### config.mk
export PLATFORM = sky130hd
export DESIGN_NAME = blink_indicator_flat
export DESIGN_NICKNAME = d
export VERILOG_FILES = /design/src/rtl/blink_indicator_if.sv /design/src/rtl/blink_indicator.sv /design/src/flat_wrapper.sv
export SDC_FILE = /design/constraint.sdc
export NUM_CORES = 1
export LEC_CHECK = 0
export CAP_MARGIN = 20
export CORE_MARGIN = 1.5
export CORE_UTILIZATION = 61
export CTS_CLUSTER_SIZE = 8
export DETAILED_ROUTE_END_ITERATION = 16
export PLACE_DENSITY = 0.81
export SLEW_MARGIN = 20
export SYNTH_ARGS = -nofsm -noshare
export SYNTH_HDL_FRONTEND = slang
export SYNTH_SLANG_ARGS = --single-unit
export TNS_END_PERCENT = 1
### constraint.sdc
create_clock -name clk -period 5 [get_ports clk]
set_clock_uncertainty 0.2 [all_clocks]
set_input_delay 1 -clock clk [delete_from_list [all_inputs] [get_ports clk]]
set_output_delay 1 -clock clk [all_outputs]
set_load 0.01 [all_outputs]
### src/rtl/blink_indicator_if.sv
// Event/LED bundle for blink_indicator. The master drives the event side
// and observes the LED status. The slave is the blink engine.
interface blink_indicator_if #(
  parameter int MAX_PENDING = 7
);
  localparam int PW = $clog2(MAX_PENDING + 1);

  logic          enable;
  logic          event_pulse;
  logic          clr_overflow;
  logic          led;
  logic          busy;
  logic [PW-1:0] pending;
  logic          overflow;

  modport master (
    output enable, event_pulse, clr_overflow,
    input  led, busy, pending, overflow
  );

  modport slave (
    input  enable, event_pulse, clr_overflow,
    output led, busy, pending, overflow
  );
endinterface

### src/rtl/blink_indicator.sv
// Turns single-cycle event pulses into fixed-length LED blinks.
// Events that arrive during a blink are queued in a saturating counter.
// They are then replayed back-to-back, and each blink is followed by a
// guaranteed dark gap.
module blink_indicator #(
  parameter int ON_CYCLES   = 5_000_000,
  parameter int OFF_CYCLES  = 5_000_000,
  parameter int MAX_PENDING = 7
) (
  input  logic              clk,
  input  logic              rst,
  blink_indicator_if.slave  bus
);

  localparam int MAXC = (ON_CYCLES > OFF_CYCLES) ? ON_CYCLES : OFF_CYCLES;
  localparam int CW   = $clog2(MAXC + 1);
  localparam int PW   = $clog2(MAX_PENDING + 1);

  localparam logic [CW-1:0] ON_LOAD  = CW'(ON_CYCLES - 1);
  localparam logic [CW-1:0] OFF_LOAD = CW'(OFF_CYCLES - 1);
  localparam logic [PW-1:0] PEND_MAX = PW'(MAX_PENDING);

  typedef enum logic [1:0] {S_IDLE, S_ON, S_OFF} state_e;

  state_e        state_q, state_d;
  logic [CW-1:0] cnt_q, cnt_d;
  logic [PW-1:0] pending_q, pending_d;
  logic          overflow_q, overflow_d;
  logic          led_q, led_d;
  logic          busy_q, busy_d;

  logic ev, have_pend, slot, start, dec, inc, drop;

  // Event bookkeeping: decide blink start, queue push/pop and overflow.
  always_comb begin
    ev        = bus.enable & bus.event_pulse;
    have_pend = (pending_q != '0);
    // A blink may begin from IDLE or on the last OFF cycle (no idle gap).
    slot      = (state_q == S_IDLE) || ((state_q == S_OFF) && (cnt_q == '0));
    start     = bus.enable && slot && (ev || have_pend);
    // Queue has priority: a start with work pending pops the queue, and any
    // coincident pulse is pushed behind it instead of being consumed.
    dec       = start && have_pend;
    inc       = ev && !(start && !have_pend);
    drop      = inc && !dec && (pending_q == PEND_MAX);

    pending_d = pending_q;
    if (!bus.enable)         pending_d = '0;
    else if (inc && !dec && !drop) pending_d = pending_q + 1'b1;
    else if (dec && !inc)    pending_d = pending_q - 1'b1;

    // A set wins over a coincident clear. Overflow is kept when disabled.
    overflow_d = overflow_q;
    if (drop)                  overflow_d = 1'b1;
    else if (bus.clr_overflow) overflow_d = 1'b0;
  end

  // Next-state: shared down-counter times both the ON and OFF phases.
  always_comb begin
    state_d = state_q;
    cnt_d   = cnt_q;
    if (!bus.enable) begin
      state_d = S_IDLE;
      cnt_d   = '0;
    end else begin
      case (state_q)
        S_IDLE: begin
          if (start) begin
            state_d = S_ON;
            cnt_d   = ON_LOAD;
          end
        end
        S_ON: begin
          if (cnt_q == '0) begin
            state_d = S_OFF;
            cnt_d   = OFF_LOAD;
          end else begin
            cnt_d = cnt_q - 1'b1;
          end
        end
        S_OFF: begin
          if (cnt_q == '0) begin
            if (start) begin
              state_d = S_ON;
              cnt_d   = ON_LOAD;
            end else begin
              state_d = S_IDLE;
              cnt_d   = '0;
            end
          end else begin
            cnt_d = cnt_q - 1'b1;
          end
        end
        default: begin
          state_d = S_IDLE;
          cnt_d   = '0;
        end
      endcase
    end
  end

  // Outputs are decoded from the next state so led/busy can be registered
  // and still track the state with no extra cycle of latency.
  always_comb begin
    led_d  = (state_d == S_ON);
    busy_d = (state_d != S_IDLE);
  end

  // State and output registers; reset truncates any blink immediately.
  always_ff @(posedge clk or negedge rst) begin
    if (!rst) begin
      state_q    <= S_IDLE;
      cnt_q      <= '0;
      pending_q  <= '0;
      overflow_q <= 1'b0;
      led_q      <= 1'b0;
      busy_q     <= 1'b0;
    end else begin
      state_q    <= state_d;
      cnt_q      <= cnt_d;
      pending_q  <= pending_d;
      overflow_q <= overflow_d;
      led_q      <= led_d;
      busy_q     <= busy_d;
    end
  end

  assign bus.led      = led_q;
  assign bus.busy     = busy_q;
  assign bus.pending  = pending_q;
  assign bus.overflow = overflow_q;

endmodule
### src/flat_wrapper.sv
// flat-port wrapper written by rule: the top's interface ports become plain ports
module blink_indicator_flat 
#(
  parameter int ON_CYCLES   = 5_000_000,
  parameter int OFF_CYCLES  = 5_000_000,
  parameter int MAX_PENDING = 7
)
  (clk, rst, bus_enable, bus_event_pulse, bus_clr_overflow, bus_led, bus_busy, bus_pending, bus_overflow);
  blink_indicator_if #(.MAX_PENDING(MAX_PENDING)) bus_i ();
  input  logic clk;
  input  logic rst;
  input wire logic [$bits(bus_i.enable)-1:0] bus_enable;
  input wire logic [$bits(bus_i.event_pulse)-1:0] bus_event_pulse;
  input wire logic [$bits(bus_i.clr_overflow)-1:0] bus_clr_overflow;
  output wire logic [$bits(bus_i.led)-1:0] bus_led;
  output wire logic [$bits(bus_i.busy)-1:0] bus_busy;
  output wire logic [$bits(bus_i.pending)-1:0] bus_pending;
  output wire logic [$bits(bus_i.overflow)-1:0] bus_overflow;
  assign bus_i.enable = bus_enable;
  assign bus_i.event_pulse = bus_event_pulse;
  assign bus_i.clr_overflow = bus_clr_overflow;
  assign bus_led = bus_i.led;
  assign bus_busy = bus_i.busy;
  assign bus_pending = bus_i.pending;
  assign bus_overflow = bus_i.overflow;
  blink_indicator #(.ON_CYCLES(ON_CYCLES), .OFF_CYCLES(OFF_CYCLES), .MAX_PENDING(MAX_PENDING)) u_core (.clk(clk), .rst(rst), .bus(bus_i));
endmodule
# [After elaboration in Yosys (flattened, before gate mapping)]
# Cells that the tools add are included.
# W data, S select, Z words.
[totals] input_bits=5 register_bits=31 word_cells=55 out_inout_bits=6
[op_classes] bitwise_logic=1 eq_ne=6 muxes=17 add_sub_neg=3 n_reduce_logical=22
[op_table] cell="$mux W23" count=5
[op_table] cell="$pmux W23 S3" count=1
[op_table] cell="$logic_not A23 Y1" count=1
[op_table] cell="$sub A23 B1 Y23 const B" count=1
[op_table] cell="$logic_and A1 B1 Y1" count=10
[op_table] cell="$mux W3" count=3
[op_table] cell="$mux W2" count=4
[op_table] cell="$pmux W2 S3" count=1
[op_table] cell="$logic_not A1 Y1" count=5
[op_table] cell="$eq A2 B1 Y1 const B" count=2
[op_table] cell="$reduce_bool A2 Y1" count=2
[op_table] cell="$add A3 B1 Y3 const B" count=1
[op_table] cell="$eq A3 B3 Y1 const B" count=1
[op_table] cell="$mux W1" count=3
[op_table] cell="$ne A3 B1 Y1 const B" count=1
[op_table] cell="$ne A3 B2 Y1 const B" count=1
[op_table] cell="$reduce_bool A3 Y1" count=1
[op_table] cell="$sub A3 B1 Y3 const B" count=1
[op_table] cell="$eq A2 B2 Y1 const B" count=1
[op_table] cell="$logic_not A2 Y1" count=1
[op_table] cell="$logic_or A1 B1 Y1" count=2
[op_table] cell="$and A1 B1 Y1" count=1

# [Depth between registers and ports, before layout]
# Gate-level depths: netlist of run 1.
[depth] word_depth=14 mapped_depth=10 ltp_nobuf=10

# [Worst setup path before layout of run 1]
# No wires, ideal clock.
[synth_timing] kind="register -> register" start="reg u_core.cnt_q[14]" end="reg u_core.pending_q[2], in the netlist u_core.bus.pending[2]" path_buffers=0 path_stages_with_launch=9 required_ps=4730 path_slack_ps=2181 setup_ps=70 synth_period_minus_slack_ps=2819 arrival_time_ps=2550 cell_sequence="dfrtp_1 -> or4_4 -> nor3_1 -> a211o_1 -> a21oi_1 -> fa_1 -> xor2_1 -> or4b_1 -> nand3_1"
[synth_between] elab_chain_cells=14 elab_cells_between_ends=19 cone_classes="eq/ne: 1; mux: 2; reduce/logical: 16"
[synth_lines] item="start: declaration" line_no="blink_indicator.sv:26" text="logic [CW-1:0] cnt_q, cnt_d;"
[synth_lines] item="start signal: assignment" line_no="blink_indicator.sv:120" text="cnt_q <= cnt_d;"
[synth_lines] item="$logic_not A23 Y1 *" line_no="blink_indicator.sv:39" text="slot = (state_q == S_IDLE) || ((state_q == S_OFF) && (cnt_q == '0));"
[synth_lines] item="$logic_and A1 B1 Y1 *" line_no="blink_indicator.sv:39"
[synth_lines] item="$logic_or A1 B1 Y1 *" line_no="blink_indicator.sv:39"
[synth_lines] item="$logic_and A1 B1 Y1 * (2 in series)" line_no="blink_indicator.sv:40" text="start = bus.enable && slot && (ev || have_pend);"
[synth_lines] item="$logic_and A1 B1 Y1" line_no="blink_indicator.sv:44" text="inc = ev && !(start && !have_pend);"
[synth_lines] item="$logic_not A1 Y1" line_no="blink_indicator.sv:44"
[synth_lines] item="$logic_and A1 B1 Y1" line_no="blink_indicator.sv:44"
[synth_lines] item="$logic_and A1 B1 Y1" line_no="blink_indicator.sv:45, blink_indicator.sv:49"
[synth_lines] item="$logic_and A1 B1 Y1" line_no="blink_indicator.sv:45" text="drop = inc && !dec && (pending_q == PEND_MAX);"
[synth_lines] item="$logic_not A1 Y1" line_no="blink_indicator.sv:49" text="else if (inc && !dec && !drop) pending_d = pending_q + 1'b1;"
[synth_lines] item="$logic_and A1 B1 Y1" line_no="blink_indicator.sv:49"
[synth_lines] item="$mux W3" line_no="blink_indicator.sv:49"
[synth_lines] item="$mux W3" line_no="blink_indicator.sv:48" text="if (!bus.enable) pending_d = '0;"
[synth_lines] item="end signal: assignment" line_no="blink_indicator.sv:121" text="pending_q <= pending_d;"
[synth_lines] item="end: declaration" line_no="blink_indicator.sv:27" text="logic [PW-1:0] pending_q, pending_d;"
# Every way passes the cells marked *; elsewhere a longest branch is shown, timed or not.
# A chain may end at the register's enable or synchronous reset.

# [Worst setup path in the final report of run 1]
[layout_timing] start="in bus_enable" end="reg u_core.cnt_q[16]"
[layout_between] elab_chain_cells=4 elab_cells_between_ends=6 cone_classes="eq/ne: 1; mux: 1; bitwise: 1; reduce/logical: 3"
[layout_lines] item="start: declaration" line_no="flat_wrapper.sv:12" text="input wire logic [$bits(bus_i.enable)-1:0] bus_enable;"
[layout_lines] item="$and A1 B1 Y1" line_no="blink_indicator.sv:36" text="ev = bus.enable & bus.event_pulse;"
[layout_lines] item="$logic_or A1 B1 Y1" line_no="blink_indicator.sv:40"
[layout_lines] item="$logic_and A1 B1 Y1" line_no="blink_indicator.sv:40"
[layout_lines] item="$ne A3 B2 Y1 (no source line)"
# Several ways; a longest one is shown, not always the timed one.

==> results of run 1 <==
[sequential cells by signal, indices dropped and copies added (netlist names)]
signal               count
u_core.bus.overflow      1
u_core.cnt_q            23
u_core.bus.pending       3
u_core.bus.busy          1
u_core.bus.led           1
u_core.state_q           2
[critical path, stage by stage]
cell and delay, ns:
clkdlybuf4s50_1 0.83, a2111oi_1 0.22, and3_1 0.22, buf_4 0.20
or4_1 0.57, nor2_1 0.16, xnor2_1 0.13, nor2_1 0.05
[stage by stage]
step	cell area, sq um	power, mW	utilization, %	instances
after floorplan	1980	0.751	-	223
after global placement	2110	0.851	68.5	269
after detailed placement	2110	0.874	68.5	269
after CTS	2180	1.04	70.7	277
after global routing	2180	1.12	70.7	277
final	2180	1.05	70.7	277
[power breakdown]
group / internal (mW) / switching [mW] / leakage, nW
logic: 0.212 / 0.248 / 0.420
registers: 0.312 / 0.105 / 0.406
clock network: 0.0827 / 0.0865 / 0.0386
[cell usage in the layout (no fill, tap or decap), types with 3 or more instances in the layout]
cell type         n
nor2_1           31
or4_1             7
o21ai_0          27
nand3_1          11
clkbuf_4          5
xnor2_1          10
inv_1             7
nand2_1          14
xor2_1            5
a21oi_1          10
dfrtp_1          31
clkdlybuf4s50_1  10
nor3_1            7
a32o_1            7
and2_1            3
nand4_1           3
[cell type report]
type | instances | area (sq um) | area share (%)
well taps | 44 | 55.1 | 2.53
flip-flops and latches | 31 | 776 | 35.7
repair buffers | 12 | 115 | 5.29
inverters | 7 | 26.3 | 1.21
multi-input cells | 175 | 1130 | 52.2
clock buffers | 8 | 68.8 | 3.16
[logic make-up after synthesis]
kind of cell | synth area share, %
AO/OA/AOI/OAI | 18.9
XOR/XNOR | 6.63
adder cells (fa/ha/maj) | 2.27
buffers and inverters | 3.60
flip-flops | 39.1
multiplexers | 0.505
AND/OR/NAND/NOR | 28.9
[final timing paths]
kind	slack, ns	cells past startpoint	end
setup / recovery	1.65	8	u_core.cnt_q[16]
hold / removal	0.34	2	u_core.bus.overflow
setup reg to reg	1.89	10	u_core.bus.pending[2]
hold reg to reg	0.34	2	u_core.bus.overflow
max in group asynchronous	3.46	2	u_core.cnt_q[18]
min in group asynchronous	0.85	2	u_core.cnt_q[5]
[per-layer routing]
layer  part of all wire [%]  GRT usage, %
met2                     49          40.7
met3                    6.0          6.06
met5                      0             0
met4                   0.68          10.8
met1                     45          33.2
==> results.toml, run 1 <==
[power]
power_density_mw_per_mm2 = 481
leakage_nw = 0.865
peakVddDrop_mv = 0.307

[synthesis]
synth.area.top_cells = "dfrtp_1 39%, o21ai_0 6.8%, nor2_1 5.9%"
synth_fp_nets = 231
synth_edf_count = 0
synth.cell_area_sq_mm = 0.00198
synth-async-reset-ratio_pct = 100
ys_top_cells_by_count = "31 x dfrtp_1, 31 x nor2_1, 27 x o21ai_0, 14 x nand2_1, 11 x nand3_1"
ys_ff_latch = 31
ys_seq_area_share_pct = 39.1
avgSynthCellArea_sq_um = 8.89
synth_warnings = 0
syn_inst = 223
synth_ff_type = "dfrtp_1"
yosysTopAreaCell = "dfrtp_1"
ys_types = 50
yosysTopAreaCellShare_pct = 39.1

[global_route]
first_global_vias = 1582
grt_max_degree = 32
grt_overflow = 0
grt_pass1_wl_um = 6880
grt_antenna_before_repair = 0
track_usage_pct = 25.6

[timing]
post-route-min-period_ns = 3.35
worst_pin_slew_ns = 0.655
hold_viol = 0
finalCritPeriodShare_pct = 67.1
drv_slew = 0
final.setup.worst_slack_ns = 1.65
fmax_ghz = 0.298
fin_worst_hold_slack_ns = 0.337
relSlewSlack_pct = 56.2
finalSetupViolCount = 0
tns_ns = 0
rsz0062_at_grt = "no"

[floorplanning]
coreArea_sq_mm = 0.00308
die_w_um = 60
rows = 20
io_pins = 11
die_area_sq_mm = 0.00360
initial_utilization_pct = 64.4
die_h_um = 60

[hold_path]
hold_class = "reg -> reg"
min-delay-start = "u_core.bus.overflow"

[critical_path]
crit_type = "in -> reg"
cp.required_ns = 5.03
critPathCaptureType = "register"
critPathMaxFanout = 18
start_kind = "input pin"
worstReg2RegStart = "u_core.cnt_q[0]"
cp.arrival_ns = 3.38
crit_start = "bus_enable"

[clocking]
cts_sinks = 31
clock-root-buffer = "clkbuf_4"
clk_latency_ns = 0.34
cts_made_buffers = 5
cts_tree = "done"
ctsResizeCount = 0
clockBufferDepth = 2
hold_buffers = 0
cts_setup_buffers = 0
path_clk_slew_ns = 0.10
h-tree-depth = 2

[final_layout]
syn_to_final_growth_pct = 9.79
nets = 240
drive_gt1_share_pct = 10.3
fillers = 257
antenna_cells = 0

[detailed_routing]
wl_um = 4260
drt_iter0_drc = 95
avgViaCountPerCell = 6.25
drc = 0
detail-route-antenna-nets = 0
vias = 1730
wire_per_inst_um = 15.4
first_pass_iters = 4

[placed_design]
place_hpwl_um = 2970
port_buffers = 10
pre_cts_slack_ns = 1.29
gp_congestion = 0.848

[run]
drv_cap = 0

[run_status]
status = "finished, final reports clean"
No activity file was read; power rests on OpenSTA's default activity.
==> run 2, diff against run 1 <==
CORE_UTILIZATION = 59   (was 61)
PLACE_DENSITY = 0.79   (was 0.81)
clock period = 3.3 ns   (was 5 ns; I/O delays follow)
==> results.toml, run 2 (synthesized netlist as in run 1, its figures left out) <==
[clocking]
clk_latency_ns = 0.34
clock-root-buffer = "clkbuf_4"
cts_sinks = 31
hold_buffers = 0
cts_tree = "done"
path_clk_slew_ns = 0.11
ctsResizeCount = 0
h-tree-depth = 2
cts_made_buffers = 5
clockBufferDepth = 2
cts_setup_buffers = 0

[timing]
tns_ns = 0
rsz0062_at_grt = "no"
fmax_ghz = 0.327
worst_pin_slew_ns = 0.730
post-route-min-period_ns = 3.06
finalSetupViolCount = 0
finalCritPeriodShare_pct = 92.6
relSlewSlack_pct = 51.1
hold_viol = 0
final.setup.worst_slack_ns = 0.244
drv_slew = 0

[global_route]
busiest_layer = "met2"
track_usage_pct = 27.2
grt_pass1_wl_um = 7520
first_global_vias = 1673
grt_max_degree = 32
grt_util_met2_pct = 45.5
use_met3_pct = 5.97
grt_antenna_before_repair = 0
grt_overflow = 0
use_met1_pct = 35.6

[floorplanning]
die_area_sq_mm = 0.00372
die_h_um = 61.0
rows = 20
coreArea_sq_mm = 0.00313
die_w_um = 61.0
io_pins = 11
initial_utilization_pct = 63.4

[critical_path]
cp.arrival_ns = 3.14
crit_type = "reg -> reg"
start_kind = "register"
cp.required_ns = 3.38
crit_slowest_cell = "or4_4"
critPathMaxFanout = 7
worstReg2RegStart = "u_core.cnt_q[14]"
max_stage_delay_ns = 0.58
critPathCaptureType = "register"
reg2reg_to = "u_core.bus.pending[2]"
cp_top_family = "simple AND/OR/NAND/NOR gates"
ff2ff_path_depth = 8
critPathBufInv = 0
path_cells = "or4_4 > nor3_1 > a211o_1 > a21oi_1 > fa_1 > xor2_1 > or4b_1 > nand3_1"
r2r_setup_slack_ns = 0.24

[placed_design]
postPlaceCellArea_sq_mm = 0.00214
pre_cts_slack_ns = 0.218
gp_congestion = 0.804
port_buffers = 10
place_hpwl_um = 3090

[power]
peakVddDrop_mv = 0.419
leakage_nw = 0.891
power_density_mw_per_mm2 = 732

[run]
drv_cap = 0

[hold_path]
min-delay-start = "u_core.bus.overflow"
hold_depth = 2
holdPathEnd = "u_core.bus.overflow"
hold_class = "reg -> reg"

[detailed_routing]
vias = 1747
detail-route-antenna-nets = 0
first_pass_iters = 4
wire_per_inst_um = 15.4
wl_um = 4340
avgViaCountPerCell = 6.20
drc = 0
drt_iter0_drc = 59

[final_layout]
antenna_cells = 0
nets = 245
final_cell_mix = "31 x nor2_1, 31 x dfrtp_1, 27 x o21ai_0"
drive_gt1_share_pct = 13.0
fillers = 252
largest_reg_flops = 23
regMostFlops = "u_core.cnt_q"
syn_to_final_growth_pct = 12.2
final_area_sq_mm = 0.00222

[run_status]
status = "finished, final reports clean"
[run 2: final cells by class]
type	count	area, sq um	area share (%)
clock inverter	1	7.51	0.338
sequential	31	776	34.9
tap	44	55.1	2.48
timing repair buffer	17	153	6.87
multi-input combinational	175	1140	51.3
inverter	7	26.3	1.18
clock buffer	7	65.1	2.93
[run 2: per-layer routing]
layer  wire length [um]  share of wire [%]
met5                  0                  0
met4                 46                1.1
met3                169                3.9
met2               2150                 49
met1               1980                 46
[run 2: how the worst max path moves through the flow]
stage | endpoint | from | cells after the start
global placement | u_core.bus.pending[2] | u_core.cnt_q[0] | 10
finish | u_core.bus.pending[2] | u_core.cnt_q[14] | 8
floorplan | u_core.bus.pending[2] | u_core.cnt_q[14] | 8
detailed placement | u_core.bus.pending[2] | u_core.cnt_q[0] | 10
global route | u_core.bus.pending[2] | u_core.cnt_q[14] | 8
CTS | u_core.bus.pending[2] | u_core.cnt_q[0] | 10
[run 2: worst reg2reg max path, stage by stage, from the launching register on]
cell and delay [ns]:
dfrtp_1 0.45, or4_4 0.58, nor3_1 0.26, a211o_1 0.26
a21oi_1 0.08, fa_1 0.43, xor2_1 0.18, or4b_1 0.47
nand3_1 0.08
[run 2: through the flow]
step	power, mW	hold slack (ns)	std cells	utilization (%)
final	1.63	0.347	282	71.1
after global routing	1.76	0.368	282	71.1
after CTS	1.62	0.350	282	70.9
after detailed placement	1.36	0.333	274	68.6
after global placement	1.33	0.334	274	68.6
after floorplan	1.14	0.164	223	-
[run 2: power breakdown]
part	total [mW]	switching [mW]	internal (mW)
logic	0.736	0.384	0.352
registers	0.629	0.157	0.472
clock network	0.262	0.138	0.124
